`src/rtl/wb_sram_bridge_if.sv`:
```
// Wishbone classic bus between the SoC master and the SRAM bridge slave.
// Signal suffixes are named from the slave's point of view.
interface wb_sram_bridge_if;
    logic        wb_cyc_i;
    logic        wb_stb_i;
    logic        wb_we_i;
    logic [3:0]  wb_sel_i;
    logic [31:0] wb_adr_i;
    logic [31:0] wb_dat_i;
    logic [31:0] wb_dat_o;
    logic        wb_ack_o;
    logic        wb_err_o;

    modport master (
        output wb_cyc_i,
        output wb_stb_i,
        output wb_we_i,
        output wb_sel_i,
        output wb_adr_i,
        output wb_dat_i,
        input  wb_dat_o,
        input  wb_ack_o,
        input  wb_err_o
    );

    modport slave (
        input  wb_cyc_i,
        input  wb_stb_i,
        input  wb_we_i,
        input  wb_sel_i,
        input  wb_adr_i,
        input  wb_dat_i,
        output wb_dat_o,
        output wb_ack_o,
        output wb_err_o
    );
endinterface

```
`src/rtl/wb_sram_bridge.sv`:
```
// Wishbone classic slave driving a synchronous-read byte-writable SRAM; misses get err.
// Write/miss: ack/err 1 cycle after stb; read: ack 2 cycles after stb; stalls the master via ack only.
module wb_sram_bridge #(
    parameter int          COLS      = 1,
    parameter logic [31:0] BASE_ADDR = 32'h0000_0000,
    localparam int         A_WIDTH   = 8 + $clog2(COLS)
) (
    input  logic               wb_clk_i,
    input  logic               wb_rst_i,
    wb_sram_bridge_if.slave    wb,
    output logic               ram_en,
    output logic [3:0]         ram_we,
    output logic [A_WIDTH-1:0] ram_a,
    output logic [31:0]        ram_di,
    input  logic [31:0]        ram_do
);

    localparam logic [1:0] S_IDLE = 2'd0;
    localparam logic [1:0] S_RD   = 2'd1;
    localparam logic [1:0] S_RESP = 2'd2;

    logic [1:0]  state_q, state_d;
    logic        ack_q, ack_d;
    logic        err_q, err_d;
    logic [31:0] dat_q, dat_d;

    logic req;
    logic hit;
    logic unused_adr_lsb;

    assign req = wb.wb_cyc_i & wb.wb_stb_i;
    assign hit = (wb.wb_adr_i[31:A_WIDTH+2] == BASE_ADDR[31:A_WIDTH+2]);
    assign unused_adr_lsb = ^wb.wb_adr_i[1:0];

    // The RAM is only touched from IDLE, so a stb held through RD/RESP is never re-issued.
    assign ram_en = ~wb_rst_i & (state_q == S_IDLE) & req & hit;
    assign ram_we = (ram_en && wb.wb_we_i) ? wb.wb_sel_i : 4'b0000;
    assign ram_a  = wb.wb_adr_i[A_WIDTH+1:2];
    assign ram_di = wb.wb_dat_i;

    always_comb begin
        state_d = state_q;
        ack_d   = 1'b0;
        err_d   = 1'b0;
        dat_d   = dat_q;
        case (state_q)
            S_IDLE: begin
                if (req) begin
                    if (!hit) begin
                        err_d   = 1'b1;
                        state_d = S_RESP;
                    end else if (wb.wb_we_i) begin
                        ack_d   = 1'b1;
                        state_d = S_RESP;
                    end else begin
                        state_d = S_RD;
                    end
                end
            end
            S_RD: begin
                // ram_do is only meaningful here; elsewhere the macro drives zero.
                if (wb.wb_cyc_i) begin
                    dat_d   = ram_do;
                    ack_d   = 1'b1;
                    state_d = S_RESP;
                end else begin
                    state_d = S_IDLE;
                end
            end
            S_RESP: state_d = S_IDLE;
            default: state_d = S_IDLE;
        endcase
    end

    always_ff @(posedge wb_clk_i) begin
        if (wb_rst_i) begin
            state_q <= S_IDLE;
            ack_q   <= 1'b0;
            err_q   <= 1'b0;
            dat_q   <= 32'h0;
        end else begin
            state_q <= state_d;
            ack_q   <= ack_d;
            err_q   <= err_d;
            dat_q   <= dat_d;
        end
    end

    assign wb.wb_ack_o = ack_q;
    assign wb.wb_err_o = err_q;
    assign wb.wb_dat_o = dat_q;

    a_ack_err_excl: assert property (@(posedge wb_clk_i) disable iff (wb_rst_i)
        !(ack_q && err_q));
    a_resp_single: assert property (@(posedge wb_clk_i) disable iff (wb_rst_i)
        (ack_q || err_q) |=> !(ack_q || err_q));
    a_en_idle_only: assert property (@(posedge wb_clk_i) disable iff (wb_rst_i)
        ram_en |-> (state_q == S_IDLE));

endmodule

```
`src/flat_wrapper.sv`:
```
// flat-port wrapper written by rule: the top's interface ports become plain ports
module wb_sram_bridge_flat 
#(
    parameter int          COLS      = 1,
    parameter logic [31:0] BASE_ADDR = 32'h0000_0000,
    localparam int         A_WIDTH   = 8 + $clog2(COLS)
)
  (wb_clk_i, wb_rst_i, ram_en, ram_we, ram_a, ram_di, ram_do, wb_wb_cyc_i, wb_wb_stb_i, wb_wb_we_i, wb_wb_sel_i, wb_wb_adr_i, wb_wb_dat_i, wb_wb_dat_o, wb_wb_ack_o, wb_wb_err_o);
  wb_sram_bridge_if wb_i ();
  input  logic wb_clk_i;
  input  logic wb_rst_i;
  output logic ram_en;
  output logic [3:0] ram_we;
  output logic [A_WIDTH-1:0] ram_a;
  output logic [31:0] ram_di;
  input  logic [31:0] ram_do;
  input wire logic [$bits(wb_i.wb_cyc_i)-1:0] wb_wb_cyc_i;
  input wire logic [$bits(wb_i.wb_stb_i)-1:0] wb_wb_stb_i;
  input wire logic [$bits(wb_i.wb_we_i)-1:0] wb_wb_we_i;
  input wire logic [$bits(wb_i.wb_sel_i)-1:0] wb_wb_sel_i;
  input wire logic [$bits(wb_i.wb_adr_i)-1:0] wb_wb_adr_i;
  input wire logic [$bits(wb_i.wb_dat_i)-1:0] wb_wb_dat_i;
  output wire logic [$bits(wb_i.wb_dat_o)-1:0] wb_wb_dat_o;
  output wire logic [$bits(wb_i.wb_ack_o)-1:0] wb_wb_ack_o;
  output wire logic [$bits(wb_i.wb_err_o)-1:0] wb_wb_err_o;
  assign wb_i.wb_cyc_i = wb_wb_cyc_i;
  assign wb_i.wb_stb_i = wb_wb_stb_i;
  assign wb_i.wb_we_i = wb_wb_we_i;
  assign wb_i.wb_sel_i = wb_wb_sel_i;
  assign wb_i.wb_adr_i = wb_wb_adr_i;
  assign wb_i.wb_dat_i = wb_wb_dat_i;
  assign wb_wb_dat_o = wb_i.wb_dat_o;
  assign wb_wb_ack_o = wb_i.wb_ack_o;
  assign wb_wb_err_o = wb_i.wb_err_o;
  wb_sram_bridge #(.COLS(COLS), .BASE_ADDR(BASE_ADDR)) u_core (.wb_clk_i(wb_clk_i), .wb_rst_i(wb_rst_i), .wb(wb_i), .ram_en(ram_en), .ram_we(ram_we), .ram_a(ram_a), .ram_di(ram_di), .ram_do(ram_do));
endmodule
```
`config.mk`:
```
export PLATFORM = sky130hd
export DESIGN_NAME = wb_sram_bridge_flat
export DESIGN_NICKNAME = d
export VERILOG_FILES = /design/src/rtl/wb_sram_bridge_if.sv /design/src/rtl/wb_sram_bridge.sv /design/src/flat_wrapper.sv
export SDC_FILE = /design/constraint.sdc
export NUM_CORES = 1
export LEC_CHECK = 0
export ABC_AREA = 1
export ABC_CLOCK_PERIOD_IN_PS = 1450
export CORE_ASPECT_RATIO = 0.9
export CORE_MARGIN = 4
export CORE_UTILIZATION = 28
export CTS_CLUSTER_DIAMETER = 200
export DETAILED_ROUTE_END_ITERATION = 8
export PLACE_DENSITY = 0.8
export SLEW_MARGIN = 20
export SYNTH_ARGS = -nofsm -noshare
export SYNTH_HDL_FRONTEND = slang
export SYNTH_SLANG_ARGS = --single-unit
```
`constraint.sdc`:
```
create_clock -name wb_clk_i -period 1.45 [get_ports wb_clk_i]
set_input_delay 0.29 -clock wb_clk_i [delete_from_list [all_inputs] [get_ports wb_clk_i]]
set_output_delay 0.29 -clock wb_clk_i [all_outputs]
set_load 0.005 [all_outputs]
```
## Yosys cells after proc, flatten, opt, wreduce, memory -nomap -nowiden

Index checks and enable logic that the tools add are counted.

- Bits in registers: 36
- Bits in latches: 0
- Memory bits (writable): 0
- Bits in read-only memories: 0
- Input bits: 105
- Output and inout port bits: 79
- Memories kept: 0

- Add/subtract/negate cells: 0
- $mul: 0
- Divide/modulo/power cells: 0
- Magnitude comparators: 0
- Equality and inequality tests: 2
- Shift operators: 0
- Mux-type cells: 12
- Bitwise logic cells: 7
- Reductions and logical operators: 5

Operator list:

| operator | number |
|---|---|
| 22-bit zero test | 1 |
| 2-bit 2-to-1 mux | 4 |
| 1-bit 2-to-1 mux | 5 |
| 1-bit AND | 4 |
| 4-bit 2-to-1 mux | 1 |
| 2-bit case mux with 2 select lines | 1 |
| 1-bit inverter | 3 |
| 3-bit OR reduction | 1 |
| 2-bit by 1-bit == test with 1-bit output (second input constant) | 1 |
| 2-bit zero test | 1 |
| 2-bit by 1-bit != test with 1-bit output (second input constant) | 1 |
| 1-bit case mux with 2 select lines | 1 |
| 2-bit AND reduction | 1 |
| 1-bit logical AND | 1 |

## Depth between registers and ports, before layout

- Word-level depth: 6
- Mapped depth: 6

## Worst setup path before layout

Ideal clock, no wire load.

- Path kind: input-to-output
- Start: in wb_wb_adr_i[11]
- End: out ram_we[0]
- Arrival: 1.035 ns
- Slack: 0.125 ns
- Stages: 5
- Buffers on the path: 0
- Path through: or2_4 nor2_4 nand3_2 nand3b_4 nor2_2

- Word-level cells in the longest chain between the ends: 4

Ends and longest elaborated chain:

| what | line | RTL |
|---|---|---|
| start, declared | flat_wrapper.sv:21 | `input wire logic [$bits(wb_i.wb_adr_i)-1:0] wb_wb_adr_i;` |
| 22-bit zero test | wb_sram_bridge.sv:32 | `assign hit = (wb.wb_adr_i[31:A_WIDTH+2] == BASE_ADDR[31:A_WIDTH+2]);` |
| 1-bit AND | wb_sram_bridge.sv:36 | `assign ram_en = ~wb_rst_i & (state_q == S_IDLE) & req & hit;` |
| 1-bit logical AND | wb_sram_bridge.sv:37 | `assign ram_we = (ram_en && wb.wb_we_i) ? wb.wb_sel_i : 4'b0000;` |
| 4-bit 2-to-1 mux | wb_sram_bridge.sv:37 |  |
| end, declared | flat_wrapper.sv:13 | `output logic [3:0] ram_we;` |

No other way between the ends.

## Final worst setup path

- Start: reg u_core.state_q[0]
- End: out ram_we[1]

- Word-level cells in the longest chain between the ends: 6

Ends and longest elaborated chain:

| what | line | RTL |
|---|---|---|
| start, declared | wb_sram_bridge.sv:22 | `logic [1:0] state_q, state_d;` |
| start signal, assigned | wb_sram_bridge.sv:82 | `state_q <= state_d;` |
| 2-bit zero test | wb_sram_bridge.sv:36 |  |
| 1-bit AND (3 in series) | wb_sram_bridge.sv:36 |  |
| 1-bit logical AND | wb_sram_bridge.sv:37 |  |
| 4-bit 2-to-1 mux | wb_sram_bridge.sv:37 |  |

No other way between the ends.

==> results by stage <==
Setup path:
- At the worst endpoint, the arrival time is 1380 ps.
- By instance count, the cell type seen most on the critical path is nor2_4.
- The endpoint class of the critical path is a primary output.
- Counting both buffers and inverters, the worst setup path holds a total of 2.
- The slowest stage cell on the critical path is dfxtp_2.
- The worst register-to-register path ends at u_core.state_q[0].
- The worst stage delay on the critical path is between 300 and 400 ps.
- The critical path is of the reg -> out type.
- The signal on the critical path passes through nor2_4, nand3_2, nor2_4, nand3b_4, buf_6, nor2_2, buf_2.
- The family with the most delay on the worst path is simple AND/OR/NAND/NOR gates.
- The register-to-register setup slack is just over 300 ps.
- The biggest fanout along the worst timing path is 3.
- The startpoint of the most critical register-to-register path is u_core.state_q[0].
- The number of cells on the worst reg-to-reg path is 4.
- Data on the critical path is required at its endpoint by approximately 1200 ps.
- The worst setup path is launched from a register.

Clock network:
- The clock tree from TritonCTS is done.
- The hold buffer count at CTS is 0.
- For this design, the sink count on the clock tree is 36.
- The root cell of the clock tree is clkbuf_8.
- The number of clock buffers added by TritonCTS is 5.
- The later pin in the worst-skew pair is clocked with a latency of between 200 and 300 ps.
- The number of levels in the clock H-tree is 2.
- The number of buffers on the longest clock path is 2.
- The clock input transition at the sequential cells of the worst setup and hold paths is roughly 70 ps.

Global routing:
- Summed over all layers, the global routing overflow is 0.
- The via count of the first global-routing pass came to roughly 1700.
- The pin count of the biggest net entering global routing is 22.
- Global routing consumed, on the met2 layer, roughly 22% of the routing resources.
- The first global-routing pass estimated approximately 7500 um of wire.
- The global-route usage over all layers is 12.28%.
- The met3 global-route usage is approximately 5.6%.
- The layer with the highest usage after global routing is met2.
- The met1 usage is about an eighth.
- The initial antenna violation count is 0.

Detailed routing:
- The via count normalized by instance count is ~4.4.
- After the first detailed-routing iteration, the DRC count stood at 60.
- The post-detailed-route wirelength per cell is 12.16 um.
- Across all layers, the routed design uses around 1700 vias.
- The total routed wirelength is approximately 4700 um.
- The count of nets left with antenna violations once routing finished came out at 0.
- The number of remaining DRC errors is 0.
- The number of iterations in the first detailed-routing pass is 4.

Worst hold path:
- The endpoint with the worst hold slack is u_core.wb.wb_dat_o[6].
- In this run the worst hold path is classified as reg -> reg.
- Along the worst hold path, the cell count comes to 2.
- In this run the most critical hold path is launched from u_core.wb.wb_dat_o[6].

Power:
- The worst-case IR drop observed on VDD is 0.4152 mV.
- The internal power of the cells totals about 1.5 mW.
- The portion of total power attributed to the clock network is roughly a third.
- The total leakage power is between 1 and 1.5 nW.
- The share of total power dissipated in sequential elements is approximately 53%.
- For this design the ratio of total power to cell area is approximately 680 nW/um^2.
- The switching power as a share of total power is 21.10%.
- The share of total power dissipated in combinational logic is 11.6%.
- The net switching power is roughly 0.4 mW.

Layout:
- At the end of the flow, the number of nets in the layout was ~420.
- After routing the design area is 2756 um^2.
- The fraction of layout cells with a size suffix above 1 is 23.97%.
- The repair_antennas step left the layout with diodes totalling 0.
- In the layout the commonest cells are nor2_1, clkdlybuf4s50_1, o21ai_0.
- The most common cell after layout, fill and taps aside is nor2_1.
- The area overhead of the layout relative to synthesis is 59.64%.

STA:
- The total count of max-transition violations in the final report came to 0.
- On the final layout, the worst hold slack is between 500 and 600 ps.
- After layout, the worst path uses 115.5% of the clock period.
- The highest achievable clock rate is about 0.60 GHz.
- The shortest clock period the worst path allows after layout is 1675 ps.
- The count of endpoints failing setup in the final report is 5.
- Clock skew on the completed layout was measured at 2.186 ps.
- Setup repair after global routing could not meet its margin everywhere.
- At the pin with the least slew margin, the transition time is ~320 ps.
- The number of failing hold endpoints at the final stage is 0.
- Measured against its own limit, the worst slew margin works out to between 70% and 80%.
- The least setup slack across all paths after layout is -224.9 ps.

Yosys:
- During synthesis, Yosys emitted a total of 0 warnings.
- The sequential cell area fraction in the yosys report is between 40% and 50%.
- The synthesized netlist occupies a cell area of between 1500 and 2000 um^2.
- The post-synthesis register bit count is 36.
- The synthesized net count is 337.
- The number of distinct library cells after synthesis is 20.
- The mean instance size in the synthesized netlist is around 7.4 um^2.
- Synthesis handed over a netlist of 232 instances.

Die:
- The standard-cell row count is 26.
- The starting density of the core is slightly below 30%.
- The die covers 7489 um^2.
- The horizontal die dimension is 90.78 um.
- The core region is 5823 um^2.
- The number of ports placed on the die boundary is around 180.
- The vertical extent of the die is 82.50 um.

Flow run:
- The number of max-cap violations is 0.

Place:
- The global placement routability congestion is between 0.6 and 0.7.
- Detailed placement finished with a half-perimeter wire length of 3425 um.
- The post-placement cell area is ~2600 um^2.
- Port buffering added 101 buffers.

Status:
- The flow ran to the end, but the final reports show violations.
- The final reports fail on negative setup slack.
sequential cells by signal, indices dropped and copies added (netlist names):
register / flops
u_core.wb.wb_dat_o: 32
u_core.state_q: 2
u_core.wb.wb_ack_o: 1
u_core.wb.wb_err_o: 1
synthesized netlist by cell type (all sizes together):
master | n | area share, %
nand4 | 2 | 0.72
a21oi | 2 | 0.58
o21ai | 32 | 9.3
clkbuf | 3 | 0.65
nor3 | 1 | 0.29
inv | 8 | 1.7
buf | 46 | 19
or2 | 2 | 0.87
nand3b | 1 | 1.2
nand3 | 2 | 0.87
nor2 | 85 | 20
nand2 | 11 | 2.4
nor4 | 1 | 0.36
dfxtp | 36 | 42
power by group through the flow:
stage | sequential, mW | combinational [mW] | clock, mW
2_1_floorplan | 1.02 | 0.129 | 0
3_3_place_gp | 1.02 | 0.231 | 0
3_5_place_dp | 1.02 | 0.235 | 0
4_1_cts | 0.994 | 0.215 | 0.695
5_1_grt | 0.994 | 0.235 | 0.737
6_report | 0.995 | 0.216 | 0.650
layer usage:
layer  wire [um]  up-vias  share of wire, %
met5           0        -                 0
met4          97        0               2.1
met2        2269       77                48
met1        1842      747                39
li1            -      857                 -
met3         497       18                11
area by class of cell:
cell class | count | area, um^2
Sequential cell | 36 | 726.9
Clock buffer | 6 | 72.57
Tap cell | 70 | 87.58
Inverter | 8 | 30.03
Clock inverter | 1 | 5.005
Multi-Input combinational cell | 139 | 664.4
Timing Repair Buffer | 127 | 1170
Fill cell | 552 | 3067
through the flow:
stage          setup TNS [ps]  utilization (%)  instances  power (mW)  setup slack (ps)
2_1_floorplan               0                -        232       1.145             125.4
3_3_place_gp            -8803            45.02        369       1.248            -810.6
3_5_place_dp            -8822            45.02        369       1.251            -812.7
4_1_cts                -995.9            46.50        387       1.905            -271.4
5_1_grt                 -1173            47.34        387       1.967            -296.8
6_report               -813.1            47.34        387       1.862            -224.9
worst max-delay path by stage:
stage,from,endpoint,slack (ps),cells past startpoint
after floorplan,wb_wb_adr_i[11],ram_we[0],130,5
after global placement,wb_wb_adr_i[11],ram_we[0],-810,7
after detailed placement,wb_wb_adr_i[11],ram_we[0],-810,7
after CTS,u_core.state_q[0],ram_we[1],-270,7
after global routing,u_core.state_q[0],ram_we[1],-300,7
final,u_core.state_q[0],ram_we[1],-220,7
kinds of logic (layout without fill, tap and decap cells):
group                  after synthesis  after routing  synth area share (%)
DFF                                 36             36                 41.74
AOI/OAI and AO/OA                   34             34                 9.855
buffers and inverters               57            142                 21.52
and+or+nand+nor                    105            105                 26.88
worst register-to-register path: cells and delay by family (launching register included):
family / cells / cell delay, ps
flops: 1 / 340
simple gates: 3 / 520
buf+inv: 1 / 170
what timing repair did:
| action | CTS | global route |
|---|---|---|
| buffers inserted | 11 | 2 |
| pin swaps | 25 | 8 |
| endpoints found under the setup margin | 5 | 24 |
| resized for setup | 89 | 21 |
Note: power is estimated with default switching activity, not from simulation.
